--- src/rtl/muldiv_pkg.sv ---
// muldiv_pkg: shared encodings for the iterative multiply/divide unit.
// Optional feature macro used by the unit: MULDIV_HILO_WRITE_EN (MTHI/MTLO port).
package muldiv_pkg;

    localparam logic [1:0] MD_MULT  = 2'b00;
    localparam logic [1:0] MD_MULTU = 2'b01;
    localparam logic [1:0] MD_DIV   = 2'b10;
    localparam logic [1:0] MD_DIVU  = 2'b11;

    localparam int MD_ITER = 32;

    typedef enum logic [1:0] {
        IDLE = 2'b00,
        CALC = 2'b01,
        FIX  = 2'b10
    } md_state_t;

    // Op bit 1 selects divide; bit 0 clear means the op is signed.
    function automatic logic md_is_div(input logic [1:0] op);
        return op[1];
    endfunction

    function automatic logic md_is_signed(input logic [1:0] op);
        return ~op[0];
    endfunction

endpackage

--- src/rtl/muldiv_abs.sv ---
// muldiv_abs: combinational conditional two's-complement negate.
// Gives |x| when neg is driven with the sign bit of a signed operand,
// and applies the result sign correction when driven with a sign flag.
module muldiv_abs
    import muldiv_pkg::*;
#(
    parameter int W = 32
) (
    input  logic [W-1:0] x,
    input  logic         neg,
    output logic [W-1:0] y
);

    assign y = neg ? (~x + W'(1)) : x;

endmodule

--- src/rtl/muldiv_unit.sv ---
// muldiv_unit: iterative 32-bit MULT/MULTU/DIV/DIVU with HI/LO registers.
// Optional MTHI/MTLO write port enabled by defining MULDIV_HILO_WRITE_EN.
//
// state | meaning
// IDLE  | waiting for start; done pulses here for one cycle after FIX
// CALC  | one product/quotient bit per cycle, ITER cycles
// FIX   | sign correction of the magnitude result, HI/LO write
module muldiv_unit
    import muldiv_pkg::*;
#(
    parameter int ITER = MD_ITER
) (
    input  logic        clk,
    input  logic        rst,
    input  logic        start,
    input  logic [1:0]  op,
    input  logic [31:0] a,
    input  logic [31:0] b,
`ifdef MULDIV_HILO_WRITE_EN
    input  logic [31:0] hilo_wdata,
    input  logic        hi_we,
    input  logic        lo_we,
`endif
    output logic        busy,
    output logic        done,
    output logic [31:0] hi,
    output logic [31:0] lo
);

    localparam int CW = (ITER > 1) ? $clog2(ITER) : 1;

    md_state_t state_q, state_d;

    logic          is_div_q;
    logic          sign_a_q;
    logic          sign_b_q;
    logic [31:0]   opnd_q;
    logic [63:0]   acc_q;
    logic [CW-1:0] cnt_q;
    logic          done_q;
    logic [31:0]   hi_q;
    logic [31:0]   lo_q;

    logic          load;
    logic          step;
    logic          fix_wr;

    // Start-time operand conditioning.
    logic          op_signed;
    logic          op_div;
    logic          div_zero;
    logic [31:0]   mag_a;
    logic [31:0]   mag_b;

    assign op_signed = md_is_signed(op);
    assign op_div    = md_is_div(op);
    assign div_zero  = op_div & (b == 32'd0);

    muldiv_abs #(.W(32)) u_abs_a (.x(a), .neg(op_signed & a[31]), .y(mag_a));
    muldiv_abs #(.W(32)) u_abs_b (.x(b), .neg(op_signed & b[31]), .y(mag_b));

    // One iteration step. Multiply keeps the multiplier in acc[31:0] and
    // accumulates into the upper half, shifting right; divide keeps the
    // dividend/quotient in acc[31:0] and the partial remainder above it,
    // shifting left.
    logic [32:0]   mul_sum;
    logic [32:0]   div_trial;
    logic          div_ge;
    logic [31:0]   div_diff;
    logic [63:0]   acc_step;

    assign mul_sum   = {1'b0, acc_q[63:32]} + (acc_q[0] ? {1'b0, opnd_q} : 33'd0);
    assign div_trial = acc_q[63:31];
    assign div_ge    = div_trial >= {1'b0, opnd_q};
    assign div_diff  = div_trial[31:0] - opnd_q;
    assign acc_step  = is_div_q
                     ? {(div_ge ? div_diff : div_trial[31:0]), acc_q[30:0], div_ge}
                     : {mul_sum, acc_q[31:1]};

    // Result sign correction. Sign flags are zero for unsigned ops and for
    // divide-by-zero, so those pass through untouched.
    logic [63:0]   prod_fix;
    logic [31:0]   quo_fix;
    logic [31:0]   rem_fix;

    muldiv_abs #(.W(64)) u_fix_prod (.x(acc_q),         .neg(sign_a_q ^ sign_b_q), .y(prod_fix));
    muldiv_abs #(.W(32)) u_fix_quo  (.x(acc_q[31:0]),   .neg(sign_a_q ^ sign_b_q), .y(quo_fix));
    muldiv_abs #(.W(32)) u_fix_rem  (.x(acc_q[63:32]),  .neg(sign_a_q),            .y(rem_fix));

    // State register.
    always_ff @(posedge clk or posedge rst) begin
        if (rst) state_q <= IDLE;
        else     state_q <= state_d;
    end

    // Next-state and per-state control strobes.
    always_comb begin
        state_d = state_q;
        load    = 1'b0;
        step    = 1'b0;
        fix_wr  = 1'b0;
        unique case (state_q)
            IDLE: begin
                if (start) begin
                    load    = 1'b1;
                    state_d = div_zero ? FIX : CALC;
                end
            end
            CALC: begin
                step = 1'b1;
                if (cnt_q == CW'(ITER - 1)) state_d = FIX;
            end
            FIX: begin
                fix_wr  = 1'b1;
                state_d = IDLE;
            end
            default: state_d = IDLE;
        endcase
    end

    // Operand latch, iteration counter and shared accumulator.
    always_ff @(posedge clk or posedge rst) begin
        if (rst) begin
            is_div_q <= 1'b0;
            sign_a_q <= 1'b0;
            sign_b_q <= 1'b0;
            opnd_q   <= 32'd0;
            acc_q    <= 64'd0;
            cnt_q    <= '0;
        end else if (load) begin
            is_div_q <= op_div;
            cnt_q    <= '0;
            if (div_zero) begin
                // FIX then writes hi = a unmodified, lo = all ones.
                sign_a_q <= 1'b0;
                sign_b_q <= 1'b0;
                opnd_q   <= 32'd0;
                acc_q    <= {a, 32'hFFFF_FFFF};
            end else begin
                sign_a_q <= op_signed & a[31];
                sign_b_q <= op_signed & b[31];
                opnd_q   <= op_div ? mag_b : mag_a;
                acc_q    <= {32'd0, (op_div ? mag_a : mag_b)};
            end
        end else if (step) begin
            acc_q <= acc_step;
            cnt_q <= cnt_q + CW'(1);
        end
    end

    // Done pulse: the cycle right after the FIX write.
    always_ff @(posedge clk or posedge rst) begin
        if (rst) done_q <= 1'b0;
        else     done_q <= fix_wr;
    end

    // Architectural HI/LO registers.
    always_ff @(posedge clk or posedge rst) begin
        if (rst) begin
            hi_q <= 32'd0;
            lo_q <= 32'd0;
        end else if (fix_wr) begin
            if (is_div_q) begin
                hi_q <= rem_fix;
                lo_q <= quo_fix;
            end else begin
                hi_q <= prod_fix[63:32];
                lo_q <= prod_fix[31:0];
            end
        end
`ifdef MULDIV_HILO_WRITE_EN
        else if (state_q == IDLE && !start) begin
            if (hi_we) hi_q <= hilo_wdata;
            if (lo_we) lo_q <= hilo_wdata;
        end
`endif
    end

    assign busy = (state_q != IDLE);
    assign done = done_q;
    assign hi   = hi_q;
    assign lo   = lo_q;

endmodule

--- config.mk ---
export PLATFORM = sky130hd
export DESIGN_NAME = muldiv_unit
export DESIGN_NICKNAME = d
export VERILOG_FILES = /design/src/rtl/muldiv_pkg.sv /design/src/rtl/muldiv_abs.sv /design/src/rtl/muldiv_unit.sv
export SDC_FILE = /design/constraint.sdc
export NUM_CORES = 1
export LEC_CHECK = 0
export BUFFER_PORTS_ARGS = -buffer_cell sky130_fd_sc_hd__buf_2
export CORE_MARGIN = 2
export CORE_UTILIZATION = 57
export CTS_BUF_LIST = sky130_fd_sc_hd__clkbuf_2
export DETAILED_ROUTE_END_ITERATION = 10
export PLACE_DENSITY = 0.78
export RECOVER_POWER = 100
export SYNTH_ARGS = -nofsm -noshare
export SYNTH_HDL_FRONTEND = slang
export SYNTH_SLANG_ARGS = --single-unit
--- constraint.sdc ---
create_clock -name clk -period 4.7 [get_ports clk]
set_input_delay 0.47 -clock clk [delete_from_list [all_inputs] [get_ports clk]]
set_output_delay 0.47 -clock clk [all_outputs]
set_load 0.03 [all_outputs]
==> flow_metrics.tcl <==
set metrics [dict create \
    grt_pass1_vias 14000 \
    grt_overflow 0 \
    cts_buffers 17 \
    power.leakage_uw 0.00683 \
    min_period_ns 4.19 \
    fin_util_pct 62.2 \
    antenna_found_initial 1 \
    crit_path_end "hi[16]$_DFFE_PP0P_" \
    rrSetupSlack_ns 0.51 \
    syn2layout_area_growth_pct 7.33 \
    min_period_over_period_pct 89.1 \
    seq_area_frac_synth_pct 29.3 \
    port_buffers 134 \
    r2r_cells 11 \
    cts_hold_buffers 8 \
    maxCapViolCount 3 \
    synthesis.nets 2025 \
    hold_path_class "in -> reg" \
    drc 0 \
    htree_levels 4 \
    path_cells "inv_1, ha_1, nand2b_1, or3_1, nor4_1, nand4_2, nor3b_2, or4_4, o31ai_4, xor2_1, o21ai_1" \
    regToRegStartpoint "acc_q[0]$_DFFE_PP0P_" \
    synth-edff-count 0 \
    track_usage_pct 37.0 \
    cts_tree "built" \
    setup_violations 0 \
    power_density_nw_per_um2 829 \
    final_cells 2308 \
    final_max_slew_viol_count 252 \
    drt_iter0_markers 2135 \
    cpPeakStageDelay_ns 0.66 \
    critPathLaunch "acc_q[0]$_DFFE_PP0P_" \
    row_count 58 \
    synth_warnings 0 \
    synthCells 1884 \
    postSynthAreaPerCell_um2 7.74 \
    yosys.area.top_type_share_pct 29.3 \
    status "finished, violations left" \
    finalWeightedCongestion 1.10 \
    critical_path_peak_fanout 17 \
    cts_root_buffer "clkbuf_2" \
    worst_pin_slew_ns 2.43 \
    power_uw 13000 \
    initial_core_util_pct 57.9 \
    peakVddDrop_uv 539 \
    drive_gt1_share_pct 8.14 \
    wl_per_cell_um 21.7 \
    vias_per_cell 6.52 \
    rsz0062_at_grt "false" \
    first_pass_iters 9 \
    synth.distinct_cells 75 \
    fin_nets 2106 \
    pin_count 135 \
    core_um2 25200 \
    synthTopCellsByArea "dfrtp_1 29%, o21ai_0 6.7%, a21oi_1 6.1%" \
    yosys.area.top_type "dfrtp_1" \
    critPathKind "reg -> reg" \
    synthTopCellsByCount "215 x nor2_1, 203 x nand2_1, 195 x o21ai_0" \
    dp.cells 2268 \
    clk_path_buf_depth 2 \
    grt_first_pass_wirelength_mm 76.8 \
    cts-resized-gates 0 \
    die_h_um 164 \
    synth_most_common_cell "nor2_1" \
    vias 15000 \
    dieArea_um2 26900 \
    r2r_end "hi[16]$_DFFE_PP0P_" \
    startpoint_type "flip-flop" \
    relSlewSlack_pct -62.2 \
    fmax_mhz 239 \
    post-cts-setup-buffers 0 \
    hold_viol 0 \
    ant_nets 0 \
    clk_pin_slew_ns 0.30 \
    violations "max-capacitance violations, max-slew violations" \
    finClkSkew_ns 0.0902 \
    hpwl_mm 38.0 \
    placed_area_um2 15500 \
    syn-cell-area_um2 14600 \
    ys_ff_latch 171 \
    grt_max_degree 172 \
    cts_sinks 171 \
    slowest_stage "nor4_1" \
    fillers 2324 \
    synth_top_flop_cell "dfrtp_1" \
    stdcell_area_um2 15700 \
    crit_arrival_ns 4.86 \
    worst_setup_path_end_kind "flip-flop" \
    die_x_um 164 \
    insertion_delay_ns 0.85 \
    synthArstFlopShare_pct 100 \
    critPathRequiredTime_ns 5.37 \
    wl_mm 50.2 \
    fin_tns_setup_ns 0 \
]
==> kinds of logic (layout without fill, tap and decap cells) <==
family / count (synthesis) / in the layout / synth area share [%]
XOR/XNOR: 170 / 170 / 10.2
AO/OA/AOI/OAI: 616 / 616 / 26.0
buffers and inverters: 181 / 274 / 4.72
flip-flops: 171 / 171 / 29.3
adder cells (fa/ha/maj): 72 / 72 / 6.28
AND/OR/NAND/NOR: 619 / 619 / 19.5
other: 0 / 1 / 0
multiplexers: 55 / 55 / 3.90
==> where the power goes <==
part / leakage [µW] / switching [µW] / total [µW] / internal (µW)
logic: 0.00469 / 5590 / 9280 / 3680
clock network: 0.000138 / 652 / 867 / 215
registers: 0.00200 / 824 / 2840 / 2020
total: 0.00683 / 7070 / 13000 / 5910
==> placed cells by master, fill, tap and decap left out, types with 16 or more instances in the layout <==
| cell | count |
|---|---|
| nand3_1 | 17 |
| a21o_1 | 31 |
| nand2_1 | 203 |
| buf_2 | 65 |
| o21ai_0 | 195 |
| a211oi_1 | 28 |
| o31ai_1 | 19 |
| nand2b_1 | 17 |
| buf_4 | 18 |
| or3_1 | 24 |
| nor3_1 | 38 |
| xnor2_1 | 87 |
| clkbuf_2 | 19 |
| a31oi_1 | 23 |
| and3_1 | 16 |
| ha_1 | 70 |
| o211ai_1 | 21 |
| dfrtp_1 | 170 |
| inv_1 | 73 |
| nor4_1 | 17 |
| nor2_1 | 214 |
| xor2_1 | 82 |
| a21oi_1 | 178 |
| a221oi_1 | 18 |
| mux2i_1 | 40 |
| clkbuf_1 | 75 |
==> layout make-up <==
| type | instances | area, µm² | area share (%) |
|---|---|---|---|
| Clock inverter | 14 | 154 | 0.983 |
| Timing Repair Buffer | 169 | 840 | 5.36 |
| Multi-Input combinational cell | 1532 | 9600 | 61.3 |
| Tap cell | 330 | 413 | 2.64 |
| Antenna cell | 1 | 2.50 | 0.0160 |
| Inverter | 74 | 282 | 1.80 |
| Clock buffer | 17 | 85.1 | 0.544 |
| Sequential cell | 171 | 4280 | 27.3 |
==> how the worst min path moves through the flow <==
| stage | from | end | cells after the start |
|---|---|---|---|
| after floorplan | opnd_q[1]$_DFFE_PP0P_ | opnd_q[1]$_DFFE_PP0P_ | 2 |
| after global placement | hi[7]$_DFFE_PP0P_ | hi[7]$_DFFE_PP0P_ | 2 |
| after detailed placement | lo[28]$_DFFE_PP0P_ | lo[28]$_DFFE_PP0P_ | 2 |
| after CTS | a[5] | acc_q[37]$_DFFE_PP0P_ | 3 |
| after global routing | a[11] | acc_q[43]$_DFFE_PP0P_ | 3 |
| final | a[5] | acc_q[37]$_DFFE_PP0P_ | 3 |
==> stage by stage <==
stage	setup slack, ns	hold WS (ns)
final	0.511	0.0623
after global routing	0.287	0.0407
after CTS	0.959	0.0319
after detailed placement	0.843	0.465
after global placement	0.921	0.457
after floorplan	1.43	0.449
==> sequential cells by signal, indices dropped and copies added, names as in the netlist <==
register and count:
cnt_q 5, sign_b_q 1, acc_q 64, hi 32, state_q 2, done 1
sign_a_q 1, opnd_q 32, is_div_q 1, lo 32
==> layer usage <==
metal	routed length, µm	vias up	GRT usage [%]
met3	5140	172	6.36
met1	20000	7057	49.0
met2	22400	899	58.0
li1	-	6913	-
met4	2610	0	19.2
met5	0	-	0
==> critical path: cells and delay by family (launching register included) <==
family | cells | cell delay [ns]
and+or+nand+nor | 6 | 2.40
AOI/OAI and AO/OA | 2 | 0.26
DFF | 1 | 0.49
adders and majority gates | 1 | 0.27
buffers and inverters | 1 | 0.47
xor gates and xnor gates | 1 | 0.16
No activity file was read; power rests on OpenSTA's default activity.
